--- src/rtl/fp_pkg.sv ---
// Shared constants and types for the normalizer path.
// Bit positions refer to the 28-bit extended mantissa layout.
package fp_pkg;
    localparam int EXP_W      = 8;
    localparam int MANT_W     = 28;
    localparam int HIDDEN_BIT = 26;
    localparam int CARRY_BIT  = 27;
    localparam int ROUND_LSB  = 4;

    localparam logic [EXP_W-1:0] EXP_MAX        = 8'd255;
    localparam logic [EXP_W-1:0] EXP_MAX_FINITE = 8'd254;

    typedef enum logic [1:0] {
        IDLE,
        SHIFT,
        DONE
    } state_t;
endpackage

--- src/rtl/normalize_seq_if.sv ---
// Operand/result handshake bundle between the add/sub datapath, the
// normalizer and the round stage.
interface normalize_seq_if;
    import fp_pkg::*;

    logic              in_valid;
    logic              in_ready;
    logic [EXP_W-1:0]  exp;
    logic [MANT_W-1:0] mantis;
    logic              out_valid;
    logic              out_ready;
    logic [EXP_W-1:0]  exp_out;
    logic [MANT_W-1:0] mantis_out;
    logic              ovf;
    logic              unf;

    modport master (
        output in_valid, exp, mantis, out_ready,
        input  in_ready, out_valid, exp_out, mantis_out, ovf, unf
    );

    modport slave (
        input  in_valid, exp, mantis, out_ready,
        output in_ready, out_valid, exp_out, mantis_out, ovf, unf
    );
endinterface

--- src/rtl/normalize_seq_step.sv ---
// One combinational normalization step: picks the highest-priority action
// for the current exponent/mantissa and reports whether the result is final.
module norm_step
    import fp_pkg::*;
(
    input  logic [EXP_W-1:0]  e_i,
    input  logic [MANT_W-1:0] m_i,
    output logic [EXP_W-1:0]  e_o,
    output logic [MANT_W-1:0] m_o,
    output logic              ovf_o,
    output logic              unf_o,
    output logic              done_o
);
    always_comb begin
        e_o    = e_i;
        m_o    = m_i;
        ovf_o  = 1'b0;
        unf_o  = 1'b0;
        done_o = 1'b1;
        if (e_i == EXP_MAX) begin
            // Infinity/NaN exponent passes through; carry cleared so it never leaks out.
            ovf_o          = 1'b1;
            m_o[CARRY_BIT] = 1'b0;
        end else if (m_i == '0) begin
            e_o   = '0;
            unf_o = 1'b1;
        end else if (m_i[CARRY_BIT]) begin
            if (e_i == EXP_MAX_FINITE) begin
                e_o   = EXP_MAX;
                m_o   = '0;
                ovf_o = 1'b1;
            end else begin
                m_o = {1'b0, m_i[CARRY_BIT:2], m_i[1] | m_i[0]};
                e_o = e_i + 8'd1;
            end
        end else if (e_i == '0) begin
            if (m_i[HIDDEN_BIT]) begin
                e_o = 8'd1;
            end else begin
                unf_o = 1'b1;
            end
        end else if (m_i[HIDDEN_BIT]) begin
            done_o = 1'b1;
        end else if (e_i == 8'd1) begin
            e_o   = '0;
            unf_o = 1'b1;
        end else begin
            m_o    = m_i << 1;
            e_o    = e_i - 8'd1;
            done_o = 1'b0;
        end
    end
endmodule

--- src/rtl/normalize_seq.sv ---
// Sequential normalizer: accepts one operand, left-shifts one bit per cycle
// (or right-shifts once on carry) and holds the result until the round stage takes it.
module normalize_seq
    import fp_pkg::*;
(
    input  logic            clk,
    input  logic            rst,
    normalize_seq_if.slave  bus
);
    state_t            state_q;
    logic [EXP_W-1:0]  e_q;
    logic [MANT_W-1:0] m_q;
    logic [EXP_W-1:0]  exp_out_q;
    logic [MANT_W-1:0] mantis_out_q;
    logic              ovf_q;
    logic              unf_q;
    logic              out_valid_q;

    logic [EXP_W-1:0]  e_d;
    logic [MANT_W-1:0] m_d;
    logic              ovf_d;
    logic              unf_d;
    logic              done_d;

    norm_step u_step (
        .e_i    (e_q),
        .m_i    (m_q),
        .e_o    (e_d),
        .m_o    (m_d),
        .ovf_o  (ovf_d),
        .unf_o  (unf_d),
        .done_o (done_d)
    );

    always_ff @(posedge clk) begin
        if (rst) begin
            state_q      <= IDLE;
            e_q          <= '0;
            m_q          <= '0;
            exp_out_q    <= '0;
            mantis_out_q <= '0;
            ovf_q        <= 1'b0;
            unf_q        <= 1'b0;
            out_valid_q  <= 1'b0;
        end else begin
            case (state_q)
                IDLE: begin
                    if (bus.in_valid && bus.in_ready) begin
                        e_q     <= bus.exp;
                        m_q     <= bus.mantis;
                        ovf_q   <= 1'b0;
                        unf_q   <= 1'b0;
                        state_q <= SHIFT;
                    end
                end
                SHIFT: begin
                    e_q <= e_d;
                    m_q <= m_d;
                    if (done_d) begin
                        exp_out_q    <= e_d;
                        mantis_out_q <= m_d;
                        ovf_q        <= ovf_d;
                        unf_q        <= unf_d;
                        out_valid_q  <= 1'b1;
                        state_q      <= DONE;
                    end
                end
                DONE: begin
                    if (bus.out_ready) begin
                        out_valid_q <= 1'b0;
                        state_q     <= IDLE;
                    end
                end
                default: state_q <= IDLE;
            endcase
        end
    end

    // Gated by rst so upstream never sees a ready while reset is held.
    assign bus.in_ready   = (state_q == IDLE) && !rst;
    assign bus.out_valid  = out_valid_q;
    assign bus.exp_out    = exp_out_q;
    assign bus.mantis_out = mantis_out_q;
    assign bus.ovf        = ovf_q;
    assign bus.unf        = unf_q;
endmodule

--- src/flat_wrapper.sv ---
// flat-port wrapper written by rule: the top's interface ports become plain ports
module normalize_seq_flat import fp_pkg::*;
  (clk, rst, bus_in_valid, bus_exp, bus_mantis, bus_out_ready, bus_in_ready, bus_out_valid, bus_exp_out, bus_mantis_out, bus_ovf, bus_unf);
  normalize_seq_if bus_i ();
  input  logic clk;
  input  logic rst;
  input wire logic [$bits(bus_i.in_valid)-1:0] bus_in_valid;
  input wire logic [$bits(bus_i.exp)-1:0] bus_exp;
  input wire logic [$bits(bus_i.mantis)-1:0] bus_mantis;
  input wire logic [$bits(bus_i.out_ready)-1:0] bus_out_ready;
  output wire logic [$bits(bus_i.in_ready)-1:0] bus_in_ready;
  output wire logic [$bits(bus_i.out_valid)-1:0] bus_out_valid;
  output wire logic [$bits(bus_i.exp_out)-1:0] bus_exp_out;
  output wire logic [$bits(bus_i.mantis_out)-1:0] bus_mantis_out;
  output wire logic [$bits(bus_i.ovf)-1:0] bus_ovf;
  output wire logic [$bits(bus_i.unf)-1:0] bus_unf;
  assign bus_i.in_valid = bus_in_valid;
  assign bus_i.exp = bus_exp;
  assign bus_i.mantis = bus_mantis;
  assign bus_i.out_ready = bus_out_ready;
  assign bus_in_ready = bus_i.in_ready;
  assign bus_out_valid = bus_i.out_valid;
  assign bus_exp_out = bus_i.exp_out;
  assign bus_mantis_out = bus_i.mantis_out;
  assign bus_ovf = bus_i.ovf;
  assign bus_unf = bus_i.unf;
  normalize_seq u_core (.clk(clk), .rst(rst), .bus(bus_i));
endmodule
--- config.mk ---
export PLATFORM = sky130hd
export DESIGN_NAME = normalize_seq_flat
export DESIGN_NICKNAME = d
export VERILOG_FILES = /design/src/rtl/fp_pkg.sv /design/src/rtl/normalize_seq_if.sv /design/src/rtl/normalize_seq_step.sv /design/src/rtl/normalize_seq.sv /design/src/flat_wrapper.sv
export SDC_FILE = /design/constraint.sdc
export NUM_CORES = 1
export LEC_CHECK = 0
export BUFFER_PORTS_ARGS = -buffer_cell sky130_fd_sc_hd__buf_2
export CORE_MARGIN = 5
export CORE_UTILIZATION = 50
export DETAILED_ROUTE_END_ITERATION = 6
export GPL_TIMING_DRIVEN = 0
export PLACE_DENSITY = 0.72
export SLEW_MARGIN = 20
export SYNTH_ARGS = -nofsm -noshare
export SYNTH_HDL_FRONTEND = slang
export SYNTH_HIERARCHICAL = 1
export SYNTH_SLANG_ARGS = --single-unit
--- constraint.sdc ---
create_clock -name clk -period 7.1 [get_ports clk]
set_clock_uncertainty 0.15 [all_clocks]
set_input_delay 0.71 -clock clk [delete_from_list [all_inputs] [get_ports clk]]
set_output_delay 0.71 -clock clk [all_outputs]
set_load 0.005 [all_outputs]
==> results.yml, run 1 <==
die:
  die_h_um: 106
  ios: 80
  die_area_um2: 11300
  start_util_pct: 50.7
  die_w_um: 106
  rows: 35
  fp.coreArea_um2: 9110
route:
  first_pass_iters: 5
  wl_per_cell_um: 17.3
  drtIter0Drc: 319
  via_count: 4484
  via_per_inst: 5.87
  wirelength_um: 13200
  ant_nets: 0
  drc: 0
setup_path:
  endpoint_kind: "flip-flop"
  startpoint_type: "flip-flop"
  critPathKind: "reg2reg"
  critPathArrivalTime_ps: 3130
  required_ps: 7150
  path_max_fanout: 10
power_and_ir_drop:
  leakagePower_nw: 2.22
  p_total_w: 0.00150
  ir_drop_uv: 150
  power_density_nw_per_um2: 279
cells_and_area:
  fin_cells: 764
  layout-drive-gt1-share_pct: 28.2
  utilization_pct: 58.9
  area_delta_synth_final_pct: 16.1
  nets: 694
  postLayoutCellArea_um2: 5370
  antenna_cells: 0
global_routing:
  grt_use_total_pct: 23.2
  grt_pass1_vias: 4269
  grt_first_pass_wirelength_um: 21300
  antenna_found_initial: 0
  overflow: 0
  grt_start_max_net_pins: 14
  grtUsageMet3_pct: 4.92
  grtUsageMet2_pct: 38.1
  top_usage_layer: "met2"
  gr-usage-met1_pct: 30.8
placement:
  gp_congestion: 0.858
  port_buffers: 77
  placed_cells: 749
  post-dp-hpwl_um: 9900
  dpl_cell_area_um2: 5140
synth:
  syn-num-nets: 606
  synthArstFlopShare_pct: 0
  synth_edf_count: 0
  syn_area_um2: 4620
  ys_warn_count: 6
  netlist.top_cell.by_area: "dfxtp_1"
  ys_seq_elements: 77
  synthFlopType: "dfxtp_1"
  synth_cells: 561
  ys_top_cells_by_count: "nand2_1, dfxtp_1, nor2_1"
  synth_cell_types: 51
  netlist.area_leader.share_pct: 33.4
  synth_seq_area_share_pct: 33.4
  synth.most_common_cell: "nand2_1"
  synth_area_per_cell_um2: 8.24
  yosys-top-cells-area: "dfxtp_1, a211oi_2, nand2_1"
timing:
  min_period_over_period_pct: 43.4
  rsz0062_at_grt: "no"
  max_freq_mhz: 324
  max_slew_margin_pct: 45.8
  worst_pin_slew_ps: 812
  finalSetupTns_ps: 0
  setup_viol: 0
  period_needed_ps: 3080
  hold_violations: 0
  slew_viol_final: 0
clock_tree:
  cts_tree: "built"
  cts_resized: 0
  cts_buffers: 9
  clkTransAtPathRegs_ps: 90
  clockBufferDepth: 2
  cts_hold_buf: 0
  htreeDepth: 3
  cts_root_buffer: "clkbuf_8"
  clk_latency_ps: 350
  post_cts_buffers: 0
  numClockSinks: 77
status:
  status: "finished clean"
hold_path:
  hold_path_class: "reg2reg"
flow_run:
  drv_cap: 0
## where the power goes
group	internal [W]	total, W	switching [W]
Combinational	0.000245	0.000579	0.000334
Sequential	0.000488	0.000543	0.0000557
Clock	0.000207	0.000375	0.000168
Total	0.000939	0.00150	0.000558
## stage by stage
stage	setup slack (ps)	hold slack [ps]
global placement	4050	289
global route	3880	320
floorplan	4630	303
detailed placement	4070	295
CTS	4060	306
finish	4020	304
## placed cells by master (no fill, tap or decap), types with 13 or more instances in the layout
cell and instances:
buf_2 93, nand2_1 83, dfxtp_1 77, nor2_1 68, a21oi_1 49, o2bb2ai_1 30, a211oi_2 30, and3_1 27
a221o_1 25, clkbuf_1 17, buf_6 14, o21ai_0 13
## registers in the layout, indices dropped and copies added, names as in the netlist
| signal | cells |
|---|---|
| u_core/bus.ovf | 1 |
| u_core/e_q | 8 |
| u_core/m_q | 28 |
| u_core/bus.out_valid | 1 |
| u_core/bus.exp_out | 8 |
| u_core/bus.mantis_out | 28 |
| u_core/bus.unf | 1 |
| u_core/state_q | 2 |
## metal layers
metal	vias to the layer above	wire [um]
met2	143	6310
li1	2205	-
met4	0	121
met3	14	768
met5	-	0
met1	2122	6000
## logic make-up after synthesis
family                   after synthesis  share of synthesized area (%)
multiplexers                           2                          0.433
other                                  1                         0.0812
adder cells (fa/ha/maj)                5                           1.35
AND/OR/NAND/NOR                      227                           23.3
flip-flops                            77                           33.4
AO/OA/AOI/OAI                        175                           31.0
XOR/XNOR                              11                           2.08
buffers and inverters                 63                           8.39
## area by class of cell
cell class	count	area [um^2]
Fill cell	893	3740
Multi-Input combinational cell	421	2690
Sequential cell	77	1540
Timing Repair Buffer	77	385
Buffer	56	362
Tap cell	111	139
Clock buffer	10	138
Clock inverter	5	83.8
Inverter	7	26.3
## path summary, 6_finish.rpt
path	start	end	slack, ps	cells past startpoint
setup reg to reg	u_core/e_q[0]	u_core/m_q[25]	4020	10
hold reg to reg	u_core/bus.mantis_out[19]	u_core/bus.mantis_out[19]	300	2
hold / removal	u_core/bus.mantis_out[19]	u_core/bus.mantis_out[19]	300	2
setup / recovery	u_core/e_q[0]	u_core/m_q[25]	4020	10
## worst max-delay path, cell delays in order, from the launching register on
cell and delay [ps]:
dfxtp_1 450, clkbuf_1 370, inv_1 170, ha_1 260, nor2_1 130, nand3b_2 210
o2111ai_2 280, buf_4 300, a221o_1 330, o22ai_1 210, a211oi_2 90
Note: power is estimated with default switching activity, not from simulation.
==> run 2: changes to the inputs <==
Clock period 7.1 ns to 3.14 ns, I/O delays scaled along.
==> run 2 against run 1 <==
Effect of this change: clock power is 130% higher; hold slack worse by 230 ps; largest power group unchanged; register-to-register slack worse by 3800 ps; die area stayed put; cell count stayed put; first-iteration DRC count is 0.94% higher; power is 130% higher; clock-buffer cell count stayed put; via count is 0.11% higher; sequential share of layout area hardly changed; wire length is 0.39% lower; sequential cell count stayed put.
==> results.yml, run 2 (same netlist as run 1, synthesis figures left out) <==
setup_path:
  path_max_fanout: 10
  r2r_cells: 10
  reg2reg_to: "u_core/m_q[25]"
  worstSetupEndpoint: "u_core/m_q[25]"
  r2r-start: "u_core/e_q[1]"
  required_ps: 3190
  startpoint_type: "flip-flop"
  critPathArrivalTime_ps: 3020
  crit_path_start: "u_core/e_q[1]"
  rrSetupSlack_ps: 170
  endpoint_kind: "flip-flop"
  critPathKind: "reg2reg"
cells_and_area:
  mostFrequentLayoutCells: "buf_2, nand2_1, dfxtp_1, nor2_1, a21oi_1"
  utilization_pct: 58.9
  antenna_cells: 0
  nets: 694
  ff_latch_area_um2: 1540
  multi_input_area_um2: 2690
  final_common_cell: "buf_2"
  n_fill_cell: 892
  area_delta_synth_final_pct: 16.2
  layout-drive-gt1-share_pct: 28.3
global_routing:
  overflow: 0
  grt_start_max_net_pins: 14
  grt_first_pass_wirelength_um: 21300
  grt_use_total_pct: 23.2
  antenna_found_initial: 0
  grt_pass1_vias: 4269
route:
  highest_layer: "met4"
  via_count: 4489
  wl_per_cell_um: 17.2
  first_pass_iters: 5
  dr_wl_met3_um: 780
  met1_length_um: 5950
  drc: 0
  via_per_inst: 5.88
  wl_met2_um: 6270
  wirelength_um: 13200
  drtIter0Drc: 322
  ant_nets: 0
clock_tree:
  numClockSinks: 77
  cts_buffers: 9
  htreeDepth: 3
  clockBufferDepth: 2
  post_cts_buffers: 0
  cts_tree: "built"
  cts_root_buffer: "clkbuf_8"
  clkTransAtPathRegs_ps: 80
  clk_latency_ps: 350
power_and_ir_drop:
  ir_drop_uv: 340
  leakagePower_nw: 2.23
  power_density_nw_per_um2: 630
hold_path:
  hold_path_class: "in2reg"
die:
  ios: 80
  rows: 35
  start_util_pct: 50.7
  die_w_um: 106
  die_area_um2: 11300
  die_h_um: 106
  fp.coreArea_um2: 9110
timing:
  finalWorstSetupSlack_ps: 169
  finalSetupTns_ps: 0
  hold-worst-slack_ps: 71.2
  period_needed_ps: 2970
  slew_viol_final: 0
  min_period_over_period_pct: 94.6
  hold_violations: 0
  max_freq_mhz: 337
  setup_viol: 0
  worst_pin_slew_ps: 806
  max_slew_margin_pct: 46.3
  rsz0062_at_grt: "no"
placement:
  place_ws_ps: 114
  gp_congestion: 0.858
  post-dp-hpwl_um: 9900
  port_buffers: 77
flow_run:
  drv_cap: 0
status:
  status: "finished clean"
[run 2: cell count changes in the layout (fill, tap and decap cells not counted)]
cell	delta
clkbuf_2	+1
clkbuf_1	-1
[run 2: power by group]
part           switching, W  internal (W)
clock              0.000378      0.000468
sequential         0.000126       0.00110
combinational      0.000754      0.000554
[run 2: layout make-up]
type,count,share of cell area [%]
multi-input combinational,421,50.1
clock buffer,10,2.56
tap,111,2.59
sequential,77,28.7
inverter,7,0.490
buffer,56,6.76
timing repair buffer,77,7.18
clock inverter,5,1.56
[run 2: worst min path at each step]
stage,startpoint,cells after the start,to,slack (ps)
3_5_place_dp,u_core/bus.mantis_out[17],2,u_core/bus.mantis_out[17],300
3_3_place_gp,u_core/bus.mantis_out[16],2,u_core/bus.mantis_out[16],290
5_1_grt,rst,2,u_core/state_q[0],70
2_1_floorplan,u_core/bus.exp_out[0],2,u_core/bus.exp_out[0],300
6_report,rst,2,u_core/state_q[0],70
4_1_cts,rst,2,u_core/state_q[0],60
[run 2: what timing repair did]
| item | in CTS | in global routing |
|---|---|---|
| hold buffers | 0 | 0 |
| setup endpoints to repair | 0 | 13 |
| resized for setup | 0 | 2 |
[run 2: per-layer routing]
metal / vias to the layer above / global-route usage (%)
met3: 18 / 4.92
met5: - / 0
met1: 2113 / 30.8
li1: 2206 / -
met2: 152 / 38.1
met4: 0 / 6.20
[run 2: critical path: stages, from the launching register on]
cell and delay (ps):
dfxtp_1 410, clkbuf_1 350, inv_1 140, ha_1 230, nor2_1 130, nand3b_2 210
o2111ai_2 280, buf_4 300, a221o_1 330, o22ai_1 210, a211oi_2 90
[run 2: stage by stage]
stage | cells | power, W | cell area, um^2
final | 764 | 0.00338 | 5370
after global routing | 764 | 0.00358 | 5370
after CTS | 764 | 0.00338 | 5370
after detailed placement | 749 | 0.00254 | 5140
after global placement | 749 | 0.00252 | 5140
after floorplan | 561 | 0.00220 | 4620
==> run 3: changes to the inputs <==
Settings changed: RECOVER_POWER set to 50.
==> run 3 against run 2 <==
Effect of this change: first-iteration DRC count down 14%; design area down 0.91%; largest power group unchanged; combinational power about the same; largest cell class unchanged; hold slack better by 19 ps.
==> results.yml, run 3 (same netlist as run 1, synthesis figures left out) <==
timing:
  finalSetupTns_ps: 0
  finalWorstSetupSlack_ps: 142
  worst_pin_slew_ps: 797
  hold_violations: 0
  min_period_over_period_pct: 95.5
  max_freq_mhz: 334
  rsz0062_at_grt: "no"
  setup_viol: 0
  slew_viol_final: 0
  period_needed_ps: 3000
  max_slew_margin_pct: 46.8
route:
  wl_per_cell_um: 17.4
  wirelength_um: 13300
  ant_nets: 0
  wl_met2_um: 6240
  first_pass_iters: 5
  via_count: 4494
  via_per_inst: 5.88
  dr_wl_met3_um: 807
  met1_length_um: 6070
  drtIter0Drc: 276
  drc: 0
  highest_layer: "met4"
clock_tree:
  clkTransAtPathRegs_ps: 80
  numClockSinks: 77
  cts_root_buffer: "clkbuf_8"
  htreeDepth: 3
  clk_latency_ps: 350
  cts_hold_buf: 0
  post_cts_buffers: 0
  clockBufferDepth: 2
  cts_tree: "built"
  cts_resized: 0
  cts_buffers: 9
setup_path:
  r2r-start: "u_core/e_q[1]"
  crit_path_start: "u_core/e_q[1]"
  path_max_fanout: 10
  worstSetupEndpoint: "u_core/m_q[25]"
  crit_slowest_cell: "dfxtp_1"
  path_cells: "clkbuf_1 > inv_1 > ha_1 > nor2_1 > nand3b_2 > o2111ai_2 > buf_4 > a221o_1 > o22ai_1 > a211oi_2"
  critPathArrivalTime_ps: 3050
  critical-path-max-stage-delay_ps: 410
  endpoint_kind: "flip-flop"
  r2r_cells: 10
  required_ps: 3190
  reg2reg_to: "u_core/m_q[25]"
  critPathTopFamily: "compound AO/OA/AOI/OAI gates"
  cp.depth: 10
  startpoint_type: "flip-flop"
  critPathKind: "reg2reg"
  rrSetupSlack_ps: 140
  path_buf_inv: 3
cells_and_area:
  n_fill_cell: 900
  nets: 694
  postLayoutCellArea_um2: 5320
  layout-drive-gt1-share_pct: 25.6
  multi_input_area_um2: 2680
  antenna_cells: 0
  mostFrequentLayoutCells: "nand2_1, buf_2, dfxtp_1, nor2_1, a21oi_1"
  ff_latch_area_um2: 1540
  area_delta_synth_final_pct: 15.1
  final_common_cell: "nand2_1"
global_routing:
  grt_use_total_pct: 23.2
  grt_first_pass_wirelength_um: 21300
  grt_pass1_vias: 4269
  antenna_found_initial: 0
  overflow: 0
  grt_start_max_net_pins: 14
die:
  fp.coreArea_um2: 9110
  start_util_pct: 50.7
  ios: 80
  die_w_um: 106
  die_h_um: 106
  die_area_um2: 11300
  rows: 35
placement:
  post-dp-hpwl_um: 9900
  place_ws_ps: 114
  dpl_cell_area_um2: 5140
  gp_congestion: 0.858
  port_buffers: 77
hold_path:
  hold_path_class: "in2reg"
power_and_ir_drop:
  leakagePower_nw: 2.15
  power_density_nw_per_um2: 633
  ir_drop_uv: 339
status:
  status: "finished clean"
flow_run:
  drv_cap: 0
run 3: how the worst min path moves through the flow:
stage	startpoint	depth (start not counted)	endpoint	slack [ps]
after floorplan	u_core/bus.exp_out[0]	2	u_core/bus.exp_out[0]	300
after CTS	rst	2	u_core/state_q[0]	60
after global placement	u_core/bus.mantis_out[16]	2	u_core/bus.mantis_out[16]	290
after global routing	rst	2	u_core/state_q[0]	90
after detailed placement	u_core/bus.mantis_out[17]	2	u_core/bus.mantis_out[17]	300
final	rst	2	u_core/state_q[0]	90
run 3: area by class of cell:
class	count	share of cell area, %
Buffer	56	6.49
Clock buffer	10	2.59
Clock inverter	5	1.58
Inverter	7	0.494
Multi-Input combinational cell	421	50.3
Sequential cell	77	29.0
Tap cell	111	2.61
Timing Repair Buffer	77	6.94
run 3: power by group:
group          switching, W  internal, W
Clock              0.000377     0.000468
Sequential         0.000127      0.00110
Combinational      0.000752     0.000541
run 3: metal layers:
layer | vias up | global-route usage (%)
li1 | 2207 | -
met1 | 2118 | 30.8
met2 | 150 | 38.1
met3 | 19 | 4.92
met4 | 0 | 6.20
met5 | - | 0
run 3: metrics by stage:
step / total power [W] / hold slack, ps / instances / utilization [%]
global route: 0.00356 / 89.3 / 764 / 58.4
finish: 0.00337 / 90.1 / 764 / 58.4
floorplan: 0.00220 / 303 / 561 / -
detailed placement: 0.00254 / 295 / 749 / 56.5
CTS: 0.00338 / 61.4 / 764 / 58.9
global placement: 0.00252 / 289 / 749 / 56.5
